$ cat src/rtl/pc_fetch_controller.sv
// ---------------------------------------------------------------------------
// pc_fetch_controller
//
// Sequences the program counter for the fetch stage of the pipelined core.
// It owns the PC register and picks the next PC from one of four sources:
//   - sequential advance (+4)
//   - a redirect resolved in EX
//   - the trap vector, taken when a redirect target is misaligned
//   - hold, for stall, halt or a memory that is not ready
// It also drives the instruction-memory request, tells IF/ID when the
// instruction at pc_o has been accepted, and counts stalled fetch cycles.
//
// Parameters:
//   RESET_VECTOR  PC loaded on reset
//   TRAP_VECTOR   PC loaded when a misaligned redirect is trapped
//   STALL_CNT_W   width of the saturating stall-cycle counter
//
// Ports:
//   clk               clock; all state updates on the rising edge
//   rst               synchronous active-high reset, overrides all inputs
//   stall_i           hazard unit asks for the PC to be held
//   redirect_valid_i  EX stage redirect request
//   redirect_pc_i     redirect target
//   halt_i            ebreak/halt request from decode
//   imem_req_o        instruction-memory request
//   imem_addr_o       fetch address (always equal to pc_o)
//   imem_ready_i      memory returns the instruction this cycle
//   pc_o              current PC
//   pc_valid_o        instruction at pc_o accepted into IF/ID this cycle
//   flush_o           one-cycle pulse: flush IF/ID and ID/EX
//   misalign_o        one-cycle pulse: misaligned redirect was trapped
//   halted_o          controller is halted
//   stall_cnt_o       stalled-cycle count, saturating at all-ones
// ---------------------------------------------------------------------------
module pc_fetch_controller #(
  parameter logic [31:0] RESET_VECTOR = 32'h0000_0000,
  parameter logic [31:0] TRAP_VECTOR  = 32'h0000_0100,
  parameter int          STALL_CNT_W  = 16
) (
  input  logic                   clk,
  input  logic                   rst,
  input  logic                   stall_i,
  input  logic                   redirect_valid_i,
  input  logic [31:0]            redirect_pc_i,
  input  logic                   halt_i,
  output logic                   imem_req_o,
  output logic [31:0]            imem_addr_o,
  input  logic                   imem_ready_i,
  output logic [31:0]            pc_o,
  output logic                   pc_valid_o,
  output logic                   flush_o,
  output logic                   misalign_o,
  output logic                   halted_o,
  output logic [STALL_CNT_W-1:0] stall_cnt_o
);

  typedef enum logic [1:0] {
    S_BOOT  = 2'd0,
    S_FETCH = 2'd1,
    S_HALT  = 2'd2,
    S_TRAP  = 2'd3
  } state_e;

  state_e                 state_q, state_d;
  logic [31:0]            pc_q, pc_d;
  logic                   flush_q, flush_d;
  logic                   misalign_q, misalign_d;
  logic [STALL_CNT_W-1:0] stall_cnt_q, stall_cnt_d;

  // State register; reset wins over every other input.
  always_ff @(posedge clk) begin
    if (rst) begin
      state_q     <= S_BOOT;
      pc_q        <= RESET_VECTOR;
      flush_q     <= 1'b0;
      misalign_q  <= 1'b0;
      stall_cnt_q <= '0;
    end else begin
      state_q     <= state_d;
      pc_q        <= pc_d;
      flush_q     <= flush_d;
      misalign_q  <= misalign_d;
      stall_cnt_q <= stall_cnt_d;
    end
  end

  // Next-state and next-PC selection. Redirects are honoured only while the
  // front-end is fetching or halted; BOOT and TRAP are single fixed cycles.
  // In FETCH the priority is redirect > halt > stall > ready/hold. The
  // flush/misalign pulses are produced as next-state values so they appear
  // registered, exactly one cycle after the redirect is accepted.
  always_comb begin
    state_d     = state_q;
    pc_d        = pc_q;
    flush_d     = 1'b0;
    misalign_d  = 1'b0;
    stall_cnt_d = stall_cnt_q;

    case (state_q)
      S_BOOT: begin
        state_d = S_FETCH;
      end

      S_TRAP: begin
        state_d = S_FETCH;
      end

      S_FETCH, S_HALT: begin
        if (redirect_valid_i) begin
          // Any unfinished memory request at the old PC is simply dropped.
          flush_d = 1'b1;
          if (redirect_pc_i[1:0] != 2'b00) begin
            pc_d       = TRAP_VECTOR;
            misalign_d = 1'b1;
            state_d    = S_TRAP;
          end else begin
            pc_d    = redirect_pc_i;
            state_d = S_FETCH;
          end
        end else if (state_q == S_FETCH) begin
          if (halt_i) begin
            state_d = S_HALT;
          end else if (stall_i) begin
            if (stall_cnt_q != {STALL_CNT_W{1'b1}}) begin
              stall_cnt_d = stall_cnt_q + STALL_CNT_W'(1);
            end
          end else if (imem_ready_i) begin
            // Wraps modulo 2^32 with no indication.
            pc_d = pc_q + 32'd4;
          end
        end
      end

      default: begin
        state_d = S_BOOT;
      end
    endcase
  end

  assign imem_req_o  = (state_q == S_FETCH);
  assign imem_addr_o = pc_q;
  assign pc_o        = pc_q;
  assign halted_o    = (state_q == S_HALT);
  assign flush_o     = flush_q;
  assign misalign_o  = misalign_q;
  assign stall_cnt_o = stall_cnt_q;

  // Acceptance is combinational so IF/ID can capture in the same cycle that
  // the memory answers; anything that changes the PC path vetoes it.
  assign pc_valid_o = (state_q == S_FETCH) && imem_ready_i && !stall_i &&
                      !redirect_valid_i && !halt_i;

endmodule
$ cat config.mk
export PLATFORM = sky130hd
export DESIGN_NAME = pc_fetch_controller
export DESIGN_NICKNAME = d
export VERILOG_FILES = /design/src/rtl/pc_fetch_controller.sv
export SDC_FILE = /design/constraint.sdc
export NUM_CORES = 1
export LEC_CHECK = 0
export CELL_PAD_IN_SITES_DETAIL_PLACEMENT = 1
export CELL_PAD_IN_SITES_GLOBAL_PLACEMENT = 2
export CORE_UTILIZATION = 25
export CTS_BUF_LIST = sky130_fd_sc_hd__clkbuf_8
export DETAILED_ROUTE_END_ITERATION = 8
export GPL_ROUTABILITY_DRIVEN = 0
export GPL_TIMING_DRIVEN = 0
export PLACE_DENSITY_LB_ADDON = 0.1
export SETUP_SLACK_MARGIN = 0.3
export SLEW_MARGIN = 0
export SYNTH_ARGS = -nofsm -noshare
export SYNTH_HDL_FRONTEND = slang
export SYNTH_SLANG_ARGS = --single-unit
$ cat constraint.sdc
create_clock -name clk -period 2.8 [get_ports clk]
set_clock_uncertainty 0.05 [all_clocks]
set_input_delay 0.42 -clock clk [delete_from_list [all_inputs] [get_ports clk]]
set_output_delay 0.42 -clock clk [all_outputs]
set_load 0.01 [all_outputs]
==> summary.md, run 1 <==
| Metric | Value |
|---|---|
| Status | `finished clean` |
| Synth cell types | `52` |
| Most common cell after layout, fill and taps aside | `clkdlybuf4s50_1` |
| Slew Limit Fails | `0` |
| Final Cycle Share | `about 86%` |
| Final wirelength | `roughly 13 mm` |
| Hold Crit Class | `reg -> reg` |
| Async SR Flop Fraction | `0%` |
| Vias after detailed routing | `about 3700` |
| FMAX | `0.413 GHz` |
| Setup WS post-layout | `about 0.38 ns` |
| Number of fill cells | `1500` |
| Post-synth top flop | `dfxtp_1` |
| Worst setup SP type | `flop` |
| Share of cells above drive strength 1 | `~11%` |
| Via density | `roughly 5.2` |
| Hold Slack | `approximately 0.46 ns` |
| First-pass GRT wire length | `a little over 20 mm` |
| Root buf cell | `clkbuf_8` |
| Fin. Hold Viols | `0` |
| Final min period | `2.42 ns` |
| Setup violators final | `0` |
| Post-Synthesis Net Count | `roughly 450` |
| Chip Width | `115 um` |
| Req. time, crit path | `roughly 2.3 ns` |
| Routed length per instance | `roughly 18 um` |
| Synth Warn # | `0` |
| Design area | `~4800 um2` |
| Remaining antenna violation count | `0` |
| Register Area | `approximately 1000 um2` |
| Worst skew pair latency | `0.33 ns` |
| CTS tree | `yes` |
| Clock Tree Buf Depth | `2` |
| Placed inst area | `about 4600 um2` |
| Post-synth EDFFs | `0` |
| Max VDD drop | `approximately 0.15 mV` |
| Starting Density | `about a quarter` |
| Unrepaired setup endpoints after global routing | `true` |
| Worst slew pin tran | `about 1.2 ns` |
| Crit-path max FO | `6` |
| Drt first pass iters | `4` |
| Global Route Usage Sum | `20.2%` |
| Post-Syn Area | `3220 um2` |
| Grt ovf | `0` |
| Seq/Total Area, Yosys | `between 30% and 40%` |
| Leak | `around 1.7 nW` |
| Commonest non-fill, non-tap cells in the layout | `120 x clkdlybuf4s50_1, 52 x dfxtp_1, 43 x nor2_1, 35 x buf_4, 32 x nand2_1` |
| Initial antenna violation count | `0` |
| Die area | `13300 um2` |
| H-tree depth | `2` |
| Vias in the first global route | `3679` |
| Post-CTS Hold Buffers | `0` |
| Crit path DAT | `~2 ns` |
| Rows | `between 40 and 50` |
| Element type at the critical path end | `output pin` |
| DRT iter0 DRCs | `167` |
| PD cells | `340 nW/um2` |
| HPWL Detailed | `a little under 10 mm` |
| Final nets | `around 580` |
| Max-cap violations | `0` |
| Layout area overhead | `49.4%` |
| Crit Path Category | `reg -> out` |
| Number of diodes | `0` |
| Total clock buffers created by CTS | `5` |
| Sinks on the clock net | `52` |
| Setup tns final | `0 ns` |
| Post-route DRC violation count | `0` |
| Pre-CTS setup slack | `-0.511 ns` |
| Area of the multi-input gates | `approximately 1900 um2` |
| Synthesized flop and latch total | `52` |
| Mean post-synth cell area | `~7.9 um2` |
| # IOs | `roughly 120` |
| Pin count of the biggest net entering global routing | `17` |
| Max-slew headroom | `between 20% and 30%` |
| Post-Syn Instances | `between 400 and 500` |
| Chip height | `approximately 120 um` |
| CORE AREA | `around 13000 um2` |
| CTS clk-pin slew, worst paths | `between 0.1 and 0.15 ns` |
| # port buffers | `approximately 120` |
through the flow:
stage,util [%],std cells,power [mW]
after floorplan,-,410,0.969
after global placement,37.0,703,1.17
after detailed placement,37.0,703,1.17
after CTS,37.9,713,1.65
after global routing,38.3,713,1.72
final,38.3,713,1.64
registers in the layout, indices dropped and copies added (netlist names):
signal       flops
misalign_o       1
flush_o          1
stall_cnt_o     16
state_q          2
imem_addr_o     32
timing repair:
item | in CTS | in global routing
endpoints found under the setup margin | 23 | 17
resized for setup | 9 | 5
setup buffers | 2 | 0
pin swaps | 1 | 0
worst max-delay path: stages, from the launching register on:
cell,delay (ns)
dfxtp_1,0.39
ha_1,0.29
nand4bb_4,0.22
nor2_1,0.14
clkdlybuf4s50_1,0.57
routing by layer:
layer / GRT usage [%] / routed length, um / vias to the layer above
met1: 27.1 / 5990 / 1807
li1: - / - / 1749
met3: 3.14 / 606 / 14
met2: 33.1 / 6310 / 104
met4: 6.93 / 206 / 0
met5: 0 / 0 / -
cell families (layout without fill, tap and decap cells):
logic type	Yosys count	after routing	share of synthesized area (%)
flip-flops	52	52	32.3
adder cells (fa/ha/maj)	4	4	1.55
AO/OA/AOI/OAI	99	99	20.8
AND/OR/NAND/NOR	172	172	28.5
XOR/XNOR	14	14	3.81
multiplexers	5	5	1.59
buffers and inverters	64	195	11.4
power breakdown:
| part | total, mW | internal [mW] | switching, mW |
|---|---|---|---|
| combinational | 0.370 | 0.178 | 0.191 |
| sequential | 0.796 | 0.761 | 0.0354 |
| clock | 0.470 | 0.176 | 0.294 |
| total | 1.64 | 1.11 | 0.521 |
final cells by class:
cell class              instances  share of cell area (%)
clock inverters                 3                   0.390
flip-flops and latches         52                    21.6
well taps                     172                    4.47
clock buffers                   5                    1.43
multi-input cells             294                    38.8
plain buffers                  55                    7.08
repair buffers                123                    25.5
inverters                       9                   0.702
synthesized netlist by cell type, types with 3 or more instances:
cell type,count,area [um2]
dfxtp_1,52,1040
nor2_1,43,161
buf_4,33,248
nand2_1,32,120
nand3_1,25,125
a21oi_1,21,105
o21ai_0,21,105
clkbuf_1,19,71.3
nand4_1,15,93.8
xnor2_1,14,123
nor3_1,13,65.1
nor4_1,10,62.6
inv_1,9,33.8
a211oi_1,7,52.6
a31oi_1,7,43.8
a32o_1,7,70.1
and3_1,7,43.8
and4_1,5,43.8
o41ai_1,5,43.8
a21boi_0,4,30.0
ha_1,4,50.1
mux2i_1,4,40.0
or4_1,4,30.0
a221oi_1,3,26.3
buf_2,3,15.0
nand2b_1,3,18.8
o22ai_1,3,18.8
path summary, 6_finish.rpt:
path,from,depth (start not counted),slack [ns],to
worst max-delay path,state_q[0],4,0.38,pc_valid_o
worst max register to register,imem_addr_o[4],6,0.44,imem_addr_o[29]
worst min register to register,imem_addr_o[0],1,0.46,imem_addr_o[0]
worst min-delay path,imem_addr_o[0],1,0.46,imem_addr_o[0]
Power figures use the tool's default switching activity.
==> inputs of run 2 (changes only) <==
- GPL_ROUTABILITY_DRIVEN: 0 -> not set
==> results of run 2 <==
Same layout as run 1: the final DEF is identical, and so are final timing and power.
